File: config.mk
export PLATFORM = sky130hd
export DESIGN_NAME = control_sequencer_flat
export DESIGN_NICKNAME = d
export VERILOG_FILES = /design/src/rtl/control_sequencer_if.sv /design/src/rtl/control_sequencer.sv /design/src/flat_wrapper.sv
export SDC_FILE = /design/constraint.sdc
export NUM_CORES = 1
export LEC_CHECK = 0
export ABC_AREA = 0
export BUFFER_PORTS_ARGS = -buffer_cell sky130_fd_sc_hd__buf_4
export CAP_MARGIN = 20
export CORE_UTILIZATION = 43
export DETAILED_ROUTE_END_ITERATION = 12
export HOLD_SLACK_MARGIN = 0.1
export PLACE_DENSITY = 0.86
export SLEW_MARGIN = 20
export SYNTH_ARGS = -nofsm -noshare
export SYNTH_HDL_FRONTEND = slang
export SYNTH_SLANG_ARGS = --single-unit
File: constraint.sdc
create_clock -name Clock -period 4.2 [get_ports Clock]
set_input_delay 0.21 -clock Clock [delete_from_list [all_inputs] [get_ports Clock]]
set_output_delay 0.21 -clock Clock [all_outputs]
set_load 0.03 [all_outputs]
File: src/rtl/control_sequencer_if.sv
// Datapath control bus between control_sequencer (master) and the single-bus Datapath (slave).
interface control_sequencer_if;
    logic [31:0] IR;
    logic        Mem_ready;
    logic        Stop;
    logic        PCout, Zhiout, Zlowout, MDRout;
    logic        MARin, PCin, MDRin, IRin, Yin, Zin, HIin, LOin;
    logic        IncPC, Read;
    logic        Gra, Grb, Grc, Rin, Rout;
    logic [4:0]  ALU_op;
    logic        Run;
    logic        Illegal_op;
    logic        Bus_err;

    modport master (
        input  IR, Mem_ready, Stop,
        output PCout, Zhiout, Zlowout, MDRout,
        output MARin, PCin, MDRin, IRin, Yin, Zin, HIin, LOin,
        output IncPC, Read, Gra, Grb, Grc, Rin, Rout,
        output ALU_op, Run, Illegal_op, Bus_err
    );

    modport slave (
        output IR, Mem_ready, Stop,
        input  PCout, Zhiout, Zlowout, MDRout,
        input  MARin, PCin, MDRin, IRin, Yin, Zin, HIin, LOin,
        input  IncPC, Read, Gra, Grb, Grc, Rin, Rout,
        input  ALU_op, Run, Illegal_op, Bus_err
    );
endinterface

File: src/rtl/control_sequencer.sv
// Hardwired Moore control unit: fetch/decode/execute of ALU, MUL/DIV, NOP and HALT.
// Optional macro SINGLE_STEP_EN adds a Step input gating the advance out of T0.
module control_sequencer #(
    parameter int TIMEOUT_CYC = 16,
    parameter int OPW         = 5
) (
    input  logic                 Clock,
    input  logic                 Clear,
`ifdef SINGLE_STEP_EN
    input  logic                 Step,
`endif
    control_sequencer_if.master  bus
);
    localparam int CW = (TIMEOUT_CYC > 2) ? $clog2(TIMEOUT_CYC) : 1;

    typedef enum logic [3:0] {
        S_T0, S_F1, S_T2, S_T3, S_T4, S_T5, S_T6, S_HALTED, S_FAULT
    } state_t;

    typedef enum logic [2:0] {OC_ALU, OC_MD, OC_NOP, OC_HALT, OC_ILL} opcls_t;

    typedef struct packed {
        logic pc_out, zhi_out, zlo_out, mdr_out;
        logic mar_in, pc_in, mdr_in, ir_in, y_in, z_in, hi_in, lo_in;
        logic inc_pc, read, gra, grb, grc, r_in, r_out;
    } ctl_t;

    state_t           state, state_nxt;
    logic [CW-1:0]    cnt, cnt_nxt;
    logic             ill_q, ill_nxt, berr_q, berr_nxt;
    ctl_t             c, cg;
    logic             run;
    logic [OPW-1:0]   op, alu_op;
    opcls_t           cls;

    function automatic opcls_t classify(input logic [OPW-1:0] o);
        case (o)
            OPW'(3), OPW'(4), OPW'(5), OPW'(6),
            OPW'(7), OPW'(8), OPW'(9), OPW'(10): return OC_ALU;
            OPW'(15), OPW'(16):                  return OC_MD;
            OPW'(26):                            return OC_NOP;
            OPW'(27):                            return OC_HALT;
            default:                             return OC_ILL;
        endcase
    endfunction

    // IR only matters from T3 on; IRin fires in T2 so it is stable there.
    assign op  = bus.IR[31 -: OPW];
    assign cls = classify(op);

    always_ff @(posedge Clock or negedge Clear) begin
        if (!Clear) begin
            state  <= S_T0;
            cnt    <= '0;
            ill_q  <= 1'b0;
            berr_q <= 1'b0;
        end else begin
            state  <= state_nxt;
            cnt    <= cnt_nxt;
            ill_q  <= ill_nxt;
            berr_q <= berr_nxt;
        end
    end

    always_comb begin
        state_nxt = state;
        cnt_nxt   = '0;
        ill_nxt   = ill_q;
        berr_nxt  = berr_q;
        c         = '0;
        run       = 1'b1;
        alu_op    = '0;
        case (state)
            S_T0: begin
                c.pc_out  = 1'b1;
                c.mar_in  = 1'b1;
                c.inc_pc  = 1'b1;
                c.z_in    = 1'b1;
                state_nxt = bus.Stop ? S_HALTED : S_F1;
`ifdef SINGLE_STEP_EN
                if (!Step) begin
                    c         = '0;
                    run       = 1'b0;
                    state_nxt = S_T0;
                end
`endif
            end
            S_F1: begin
                c.read   = 1'b1;
                c.mdr_in = 1'b1;
                // cnt is zero only on the first FETCH1 cycle, so PC is written once
                c.pc_in   = (cnt == '0);
                c.zlo_out = (cnt == '0);
                if (bus.Mem_ready) begin
                    state_nxt = S_T2;
                end else if (cnt == CW'(TIMEOUT_CYC - 1)) begin
                    state_nxt = S_FAULT;
                    berr_nxt  = 1'b1;
                end else begin
                    cnt_nxt = cnt + 1'b1;
                end
            end
            S_T2: begin
                c.mdr_out = 1'b1;
                c.ir_in   = 1'b1;
                state_nxt = S_T3;
            end
            S_T3: begin
                case (cls)
                    OC_ALU:  begin c.grb = 1'b1; c.r_out = 1'b1; c.y_in = 1'b1; state_nxt = S_T4; end
                    OC_MD:   begin c.gra = 1'b1; c.r_out = 1'b1; c.y_in = 1'b1; state_nxt = S_T4; end
                    OC_NOP:  state_nxt = S_T0;
                    OC_HALT: state_nxt = S_HALTED;
                    default: begin ill_nxt = 1'b1; state_nxt = S_FAULT; end
                endcase
            end
            S_T4: begin
                state_nxt = S_T5;
                if (cls == OC_ALU) begin
                    c.grc = 1'b1; c.r_out = 1'b1; c.z_in = 1'b1; alu_op = op;
                end else if (cls == OC_MD) begin
                    c.grb = 1'b1; c.r_out = 1'b1; c.z_in = 1'b1; alu_op = op;
                end else begin
                    state_nxt = S_T0;
                end
            end
            S_T5: begin
                state_nxt = S_T0;
                if (cls == OC_ALU) begin
                    c.zlo_out = 1'b1; c.gra = 1'b1; c.r_in = 1'b1;
                end else if (cls == OC_MD) begin
                    c.zlo_out = 1'b1; c.lo_in = 1'b1; state_nxt = S_T6;
                end
            end
            S_T6: begin
                c.zhi_out = 1'b1;
                c.hi_in   = 1'b1;
                state_nxt = S_T0;
            end
            S_HALTED, S_FAULT: run = 1'b0;
            default: state_nxt = S_T0;
        endcase
    end

    // Strobes are forced low while Clear is held, so an abort kills writes at once.
    assign cg = Clear ? c : '0;

    assign bus.PCout      = cg.pc_out;
    assign bus.Zhiout     = cg.zhi_out;
    assign bus.Zlowout    = cg.zlo_out;
    assign bus.MDRout     = cg.mdr_out;
    assign bus.MARin      = cg.mar_in;
    assign bus.PCin       = cg.pc_in;
    assign bus.MDRin      = cg.mdr_in;
    assign bus.IRin       = cg.ir_in;
    assign bus.Yin        = cg.y_in;
    assign bus.Zin        = cg.z_in;
    assign bus.HIin       = cg.hi_in;
    assign bus.LOin       = cg.lo_in;
    assign bus.IncPC      = cg.inc_pc;
    assign bus.Read       = cg.read;
    assign bus.Gra        = cg.gra;
    assign bus.Grb        = cg.grb;
    assign bus.Grc        = cg.grc;
    assign bus.Rin        = cg.r_in;
    assign bus.Rout       = cg.r_out;
    assign bus.ALU_op     = Clear ? 5'(alu_op) : 5'd0;
    assign bus.Run        = run;
    assign bus.Illegal_op = ill_q;
    assign bus.Bus_err    = berr_q;
endmodule

File: src/flat_wrapper.sv
// flat-port wrapper written by rule: the top's interface ports become plain ports
module control_sequencer_flat 
#(
    parameter int TIMEOUT_CYC = 16,
    parameter int OPW         = 5
)
  (Clock, Clear, bus_IR, bus_Mem_ready, bus_Stop, bus_PCout, bus_Zhiout, bus_Zlowout, bus_MDRout, bus_MARin, bus_PCin, bus_MDRin, bus_IRin, bus_Yin, bus_Zin, bus_HIin, bus_LOin, bus_IncPC, bus_Read, bus_Gra, bus_Grb, bus_Grc, bus_Rin, bus_Rout, bus_ALU_op, bus_Run, bus_Illegal_op, bus_Bus_err);
  control_sequencer_if bus_i ();
  input  logic Clock;
  input  logic Clear;
  input wire logic [$bits(bus_i.IR)-1:0] bus_IR;
  input wire logic [$bits(bus_i.Mem_ready)-1:0] bus_Mem_ready;
  input wire logic [$bits(bus_i.Stop)-1:0] bus_Stop;
  output wire logic [$bits(bus_i.PCout)-1:0] bus_PCout;
  output wire logic [$bits(bus_i.Zhiout)-1:0] bus_Zhiout;
  output wire logic [$bits(bus_i.Zlowout)-1:0] bus_Zlowout;
  output wire logic [$bits(bus_i.MDRout)-1:0] bus_MDRout;
  output wire logic [$bits(bus_i.MARin)-1:0] bus_MARin;
  output wire logic [$bits(bus_i.PCin)-1:0] bus_PCin;
  output wire logic [$bits(bus_i.MDRin)-1:0] bus_MDRin;
  output wire logic [$bits(bus_i.IRin)-1:0] bus_IRin;
  output wire logic [$bits(bus_i.Yin)-1:0] bus_Yin;
  output wire logic [$bits(bus_i.Zin)-1:0] bus_Zin;
  output wire logic [$bits(bus_i.HIin)-1:0] bus_HIin;
  output wire logic [$bits(bus_i.LOin)-1:0] bus_LOin;
  output wire logic [$bits(bus_i.IncPC)-1:0] bus_IncPC;
  output wire logic [$bits(bus_i.Read)-1:0] bus_Read;
  output wire logic [$bits(bus_i.Gra)-1:0] bus_Gra;
  output wire logic [$bits(bus_i.Grb)-1:0] bus_Grb;
  output wire logic [$bits(bus_i.Grc)-1:0] bus_Grc;
  output wire logic [$bits(bus_i.Rin)-1:0] bus_Rin;
  output wire logic [$bits(bus_i.Rout)-1:0] bus_Rout;
  output wire logic [$bits(bus_i.ALU_op)-1:0] bus_ALU_op;
  output wire logic [$bits(bus_i.Run)-1:0] bus_Run;
  output wire logic [$bits(bus_i.Illegal_op)-1:0] bus_Illegal_op;
  output wire logic [$bits(bus_i.Bus_err)-1:0] bus_Bus_err;
  assign bus_i.IR = bus_IR;
  assign bus_i.Mem_ready = bus_Mem_ready;
  assign bus_i.Stop = bus_Stop;
  assign bus_PCout = bus_i.PCout;
  assign bus_Zhiout = bus_i.Zhiout;
  assign bus_Zlowout = bus_i.Zlowout;
  assign bus_MDRout = bus_i.MDRout;
  assign bus_MARin = bus_i.MARin;
  assign bus_PCin = bus_i.PCin;
  assign bus_MDRin = bus_i.MDRin;
  assign bus_IRin = bus_i.IRin;
  assign bus_Yin = bus_i.Yin;
  assign bus_Zin = bus_i.Zin;
  assign bus_HIin = bus_i.HIin;
  assign bus_LOin = bus_i.LOin;
  assign bus_IncPC = bus_i.IncPC;
  assign bus_Read = bus_i.Read;
  assign bus_Gra = bus_i.Gra;
  assign bus_Grb = bus_i.Grb;
  assign bus_Grc = bus_i.Grc;
  assign bus_Rin = bus_i.Rin;
  assign bus_Rout = bus_i.Rout;
  assign bus_ALU_op = bus_i.ALU_op;
  assign bus_Run = bus_i.Run;
  assign bus_Illegal_op = bus_i.Illegal_op;
  assign bus_Bus_err = bus_i.Bus_err;
  control_sequencer #(.TIMEOUT_CYC(TIMEOUT_CYC), .OPW(OPW)) u_core (.Clock(Clock), .Clear(Clear), .bus(bus_i));
endmodule
==> After elaboration in Yosys (flattened, before gate mapping) <==
Memories as Yosys holds them, arrays and structs flattened.
Index checks and enable logic that the tools add are counted.
{ "totals": {"mem_bits_ro": 96, "elab_cells": 68, "in_bits": 36, "n_memories": 1, "register_bits": 10, "output_inout_bits": 27} }
{ "classes": {"n_addsub": 1, "bitwise": 3, "mux": 37, "reduce_logical": 9, "eq_ne": 13} }
{ "memory_table": {"columns": ["memory", "depth", "width", "rd", "rd_ports_with_merged_regs", "write_ports", "line", "rtl"], "rows": [
  ["(name not given)", 32, 3, 1, 0, 0, "control_sequencer.sv:37", "case (o)"]
]} }
{ "ops": {"columns": ["cell", "count"], "rows": [
  ["2-to-1 mux 4 bit", 7],
  ["case mux 4 bit (7 select lines)", 1],
  ["2-to-1 mux 5 bit", 4],
  ["2-to-1 mux 19 bit", 1],
  ["== test 4 x 3 -> 1 bit (second input constant)", 4],
  ["2-to-1 mux 1 bit", 14],
  ["case mux 4 bit (3 select lines)", 1],
  ["case mux 1 bit (2 select lines)", 5],
  ["2-to-1 mux 3 bit", 3],
  ["== test 4 x 2 -> 1 bit (second input constant)", 2],
  ["== test 4 bit (second input constant)", 2],
  ["zero test 4 bit", 2],
  ["== test 3 x 2 -> 1 bit (second input constant)", 2],
  ["adder 4 x 1 -> 4 bit (second input constant)", 1],
  ["== test 4 x 1 -> 1 bit (second input constant)", 1],
  ["AND reduction 2 bit", 2],
  ["OR reduction 2 bit", 2],
  ["OR reduction 4 bit", 1],
  ["== test 3 x 1 -> 1 bit (second input constant)", 1],
  ["zero test 3 bit", 1],
  ["inequality test 3 x 2 -> 1 bit (second input constant)", 1],
  ["inverter 1 bit", 3],
  ["AND reduction 3 bit", 1],
  ["2-to-1 mux 2 bit", 1]
]} }

==> Longest topological paths before layout <==
An unclocked memory read counts as a cell.
{ "logic_depth": {"depth_word": 6, "mapped_depth": 6, "mapped_depth_nobuf": 5} }

==> Least setup slack after synthesis <==
OpenSTA, ideal clock, no wires.
{ "synth_path": {"kind": "register to output", "start": "register u_core.state[3]", "end": "output port bus_Zlowout", "path_stages_with_launch": 6, "arrival_ns": 1.960, "path_buffers": 0, "required_time_ns": 3.990, "path_slack_ns": 2.030, "path_cell_list": "dfrtp_1 -> nor2_1 -> nand2_1 -> nor2_1 -> and3_1 -> nand2b_1"} }
{ "synth_via": {"elab_chain_len": 3, "word_cells_on_any_way": 4, "classes_between": "eq/ne: 2; mux: 2"} }
{ "synth_lines": {"columns": ["element", "line", "rtl"], "rows": [
  ["start: declaration", "control_sequencer.sv:28", "state_t state, state_nxt;"],
  ["start signal: assignment", "control_sequencer.sv:58", "state <= state_nxt;"],
  ["== test 4 x 3 -> 1 bit or == test 4 x 1 -> 1 bit (tied branches)", "control_sequencer.sv:73", "case (state)"],
  ["case mux 1 bit (2 select lines) *", "control_sequencer.sv:73", null],
  ["2-to-1 mux 19 bit *", "control_sequencer.sv:146", "assign cg = Clear ? c : '0;"],
  ["end: declaration", "flat_wrapper.sv:16", "output wire logic [$bits(bus_i.Zlowout)-1:0] bus_Zlowout;"]
]} }
Every way passes the cells marked *; elsewhere a longest branch is shown, timed or not.

==> Final worst setup path <==
{ "layout_path": {"start": "register u_core.state[3]", "end": "output port bus_Gra"} }
{ "layout_via": {"elab_chain_len": 3, "word_cells_on_any_way": 4, "classes_between": "eq/ne: 2; mux: 2"} }
{ "layout_lines": {"columns": ["element", "line", "rtl"], "rows": [
  ["== test 4 x 3 -> 1 bit or == test 4 x 2 -> 1 bit (tied branches)", "control_sequencer.sv:73", null],
  ["case mux 1 bit (2 select lines) *", "control_sequencer.sv:73", null],
  ["2-to-1 mux 19 bit *", "control_sequencer.sv:146", null],
  ["end: declaration", "flat_wrapper.sv:28", "output wire logic [$bits(bus_i.Gra)-1:0] bus_Gra;"]
]} }
Marked as above.

==> results.toml <==
[detailed_routing]
top_layer = "met4"
vias = 900
wl_met3_um = 83
final_antenna_net_count = 0
drt_iter0_markers = 18
vias_per_cell = 5.26
route.layer.met1.wl_um = 932
wire_per_inst_um = 11.8
dr.pass1.iters = 4
wl_met2_um = 959
drc_errors = 0
drt-total-wl_um = 2010

[clocking]
cts_tree = "done"
cts_resized = 0
clockBufferDepth = 2
clkTransAtPathRegs_ns = 0.07
hold_buffers = 1
root_buffer = "clkbuf_4"
cts.sinks = 10
htreeDepth = 1
cts-buffers-inserted = 3
clock_latency_ns = 0.27
postCtsSetupBuffers = 0

[sta]
period_minus_slack_ns = 2.02
setup_tns_ns = 0
max_freq_ghz = 0.495
worstMarginPinSlew_ns = 0.373
period_share = 0.481
slew_viol_final = 0
setup_viol = 0
skew_ns = 0.00730
hold_viol_final = 0
rsz0062_at_grt = "no"
relSlewSlack = 0.749

[floorplan]
initial_core_util = 0.453
pin_count = 63
placementRows = 16
core_area_um2 = 1960
die_h_um = 47.5
die_w_um = 47.5
die-area_um2 = 2250

[layout]
nets = 183
drive_gt1_frac = 0.326
area_growth_pct = 32.3
num_antenna_cells = 0
layoutNonFillerInstCount = 171

[run]
cap_viol_max_count = 0

[critical_path]
worstPathMaxFanout = 7
cpMaxStageDelayCell = "dfrtp_1"
slowest_delay_ns = 0.45
crit_type = "reg -> out"
cp_cell_sequence = "nor2_1 -> and3_1 -> nand3_1 -> mux2i_1 -> buf_4"
crit_required_ns = 3.99
endpoint_kind = "output port"
start_kind = "register"
cp.arrival_ns = 1.81

[synth]
synth-simple-area-share = 0.405
synth_seq_cells = 10
synth_edf_count = 0
async_flop_share = 1.00
yosysSeqAreaShare = 0.281
synth-warning-count = 0
syn_area_per_cell_um2 = 7.87
synth_area_um2 = 890
synth_xor_area_frac = 0.0295
syn-instance-count = 113
synth-compound-area-share = 0.131
synth_flop_cell = "dfrtp_1"
synth_common_cells = "nand2_1, nor2_1, dfrtp_1"
yosysTopAreaCell = "dfrtp_1"
synthTopCellsByArea = "dfrtp_1, nand2_1, nor2_1"
synth_adder_area_share = 0.0394
ys_types = 34
synthMuxAreaShare = 0.0352
synth_top_area_share = 0.281
syn_nets = 151
synth_top_family_by_area = "simple AND/OR/NAND/NOR gates"

[power_and_ir_drop]
p_leak_nw = 0.607
peakVddDrop_mv = 0.345
powerDensity_nw_per_um2 = 492

[global_route]
grt_overflow_total = 0
grt_pass1_wl_um = 2950
grt_util_all_layers = 0.192
antenna_found_initial = 0
grt_max_degree = 16
grt_pass1_vias = 680

[status]
outcome = "complete, no violations"

[placed_design]
io_buffer_count = 35
dp_hpwl_um = 1540
finalWeightedCongestion = 0.840
dp.cells = 166

[worst_hold_path]
hold_class = "in -> reg"
-- cell families (layout without fill, tap and decap cells) --
kind of cell / after synthesis / in the layout
flops: 10 / 10
compound gates: 15 / 15
xor+xnor: 3 / 3
simple gates: 66 / 66
fa+ha+maj: 3 / 3
mux: 3 / 3
buf+inv: 13 / 44
-- final cells by class --
cell class | instances | area, µm²
fill | 174 | 785
multi-input combinational | 90 | 569
timing repair buffer | 36 | 273
sequential | 10 | 250
clock buffer | 4 | 36.3
tap | 27 | 33.8
inverter | 4 | 15.0
-- flip-flops by register name, indices dropped and copies added, names as in the netlist --
name / flops
u_core.cnt: 4
u_core.state: 4
u_core.bus.Illegal_op: 1
u_core.bus.Bus_err: 1
-- where the power goes --
group          internal, mW  total [mW]  leakage (nW)  switching, mW
registers             0.121       0.165         0.130         0.0435
logic                 0.126       0.328         0.456          0.202
clock network        0.0526      0.0866        0.0210         0.0340
total                 0.299       0.579         0.607          0.280
-- layout by cell type, fill, tap and decap left out, types with 2 or more instances in the layout --
cell / count
nand2_1: 15
nor2b_1: 2
dfrtp_1: 10
nor2_1: 15
nand4_1: 3
a21oi_1: 4
ha_1: 2
buf_4: 35
and3_1: 4
clkbuf_4: 3
nand2b_1: 7
nand3_1: 6
xor2_1: 3
nor3_1: 2
o21ai_0: 2
inv_1: 4
mux2i_1: 2
and2_1: 7
o211ai_1: 2
-- through the flow --
stage	instance area, µm²	setup slack (ns)	hold slack (ns)	util	total power [mW]
after floorplan	890	2.03	-0.0856	-	0.404
after detailed placement	1130	2.33	0.0633	0.577	0.489
after global placement	1130	2.35	0.0612	0.577	0.480
after CTS	1180	2.18	0.251	0.600	0.580
final	1180	2.18	0.255	0.600	0.579
after global routing	1180	2.05	0.253	0.600	0.624
-- critical path: cells and delay by family, from the launching register on --
kind,cells,cell delay [ns]
DFF,1,0.45
buffers and inverters,1,0.18
muxes,1,0.17
and+or+nand+nor,3,0.75
-- final timing paths --
path	start	to	slack (ns)	cells past startpoint
worst max-delay path	u_core.state[3]	bus_Gra	2.18	5
worst min-delay path	bus_Mem_ready	u_core.cnt[2]	0.26	3
worst max register to register	u_core.state[1]	u_core.state[0]	2.63	5
worst min register to register	u_core.bus.Bus_err	u_core.bus.Bus_err	0.47	1
max in group asynchronous	Clear	u_core.bus.Illegal_op	3.71	2
min in group asynchronous	Clear	u_core.cnt[0]	0.32	2
-- metal layers --
layer,up-vias,global-route usage
met5,-,0
met1,420,0.244
met3,4,0.0566
li1,450,-
met2,26,0.307
met4,0,0.0743
Power figures use the tool's default switching activity.
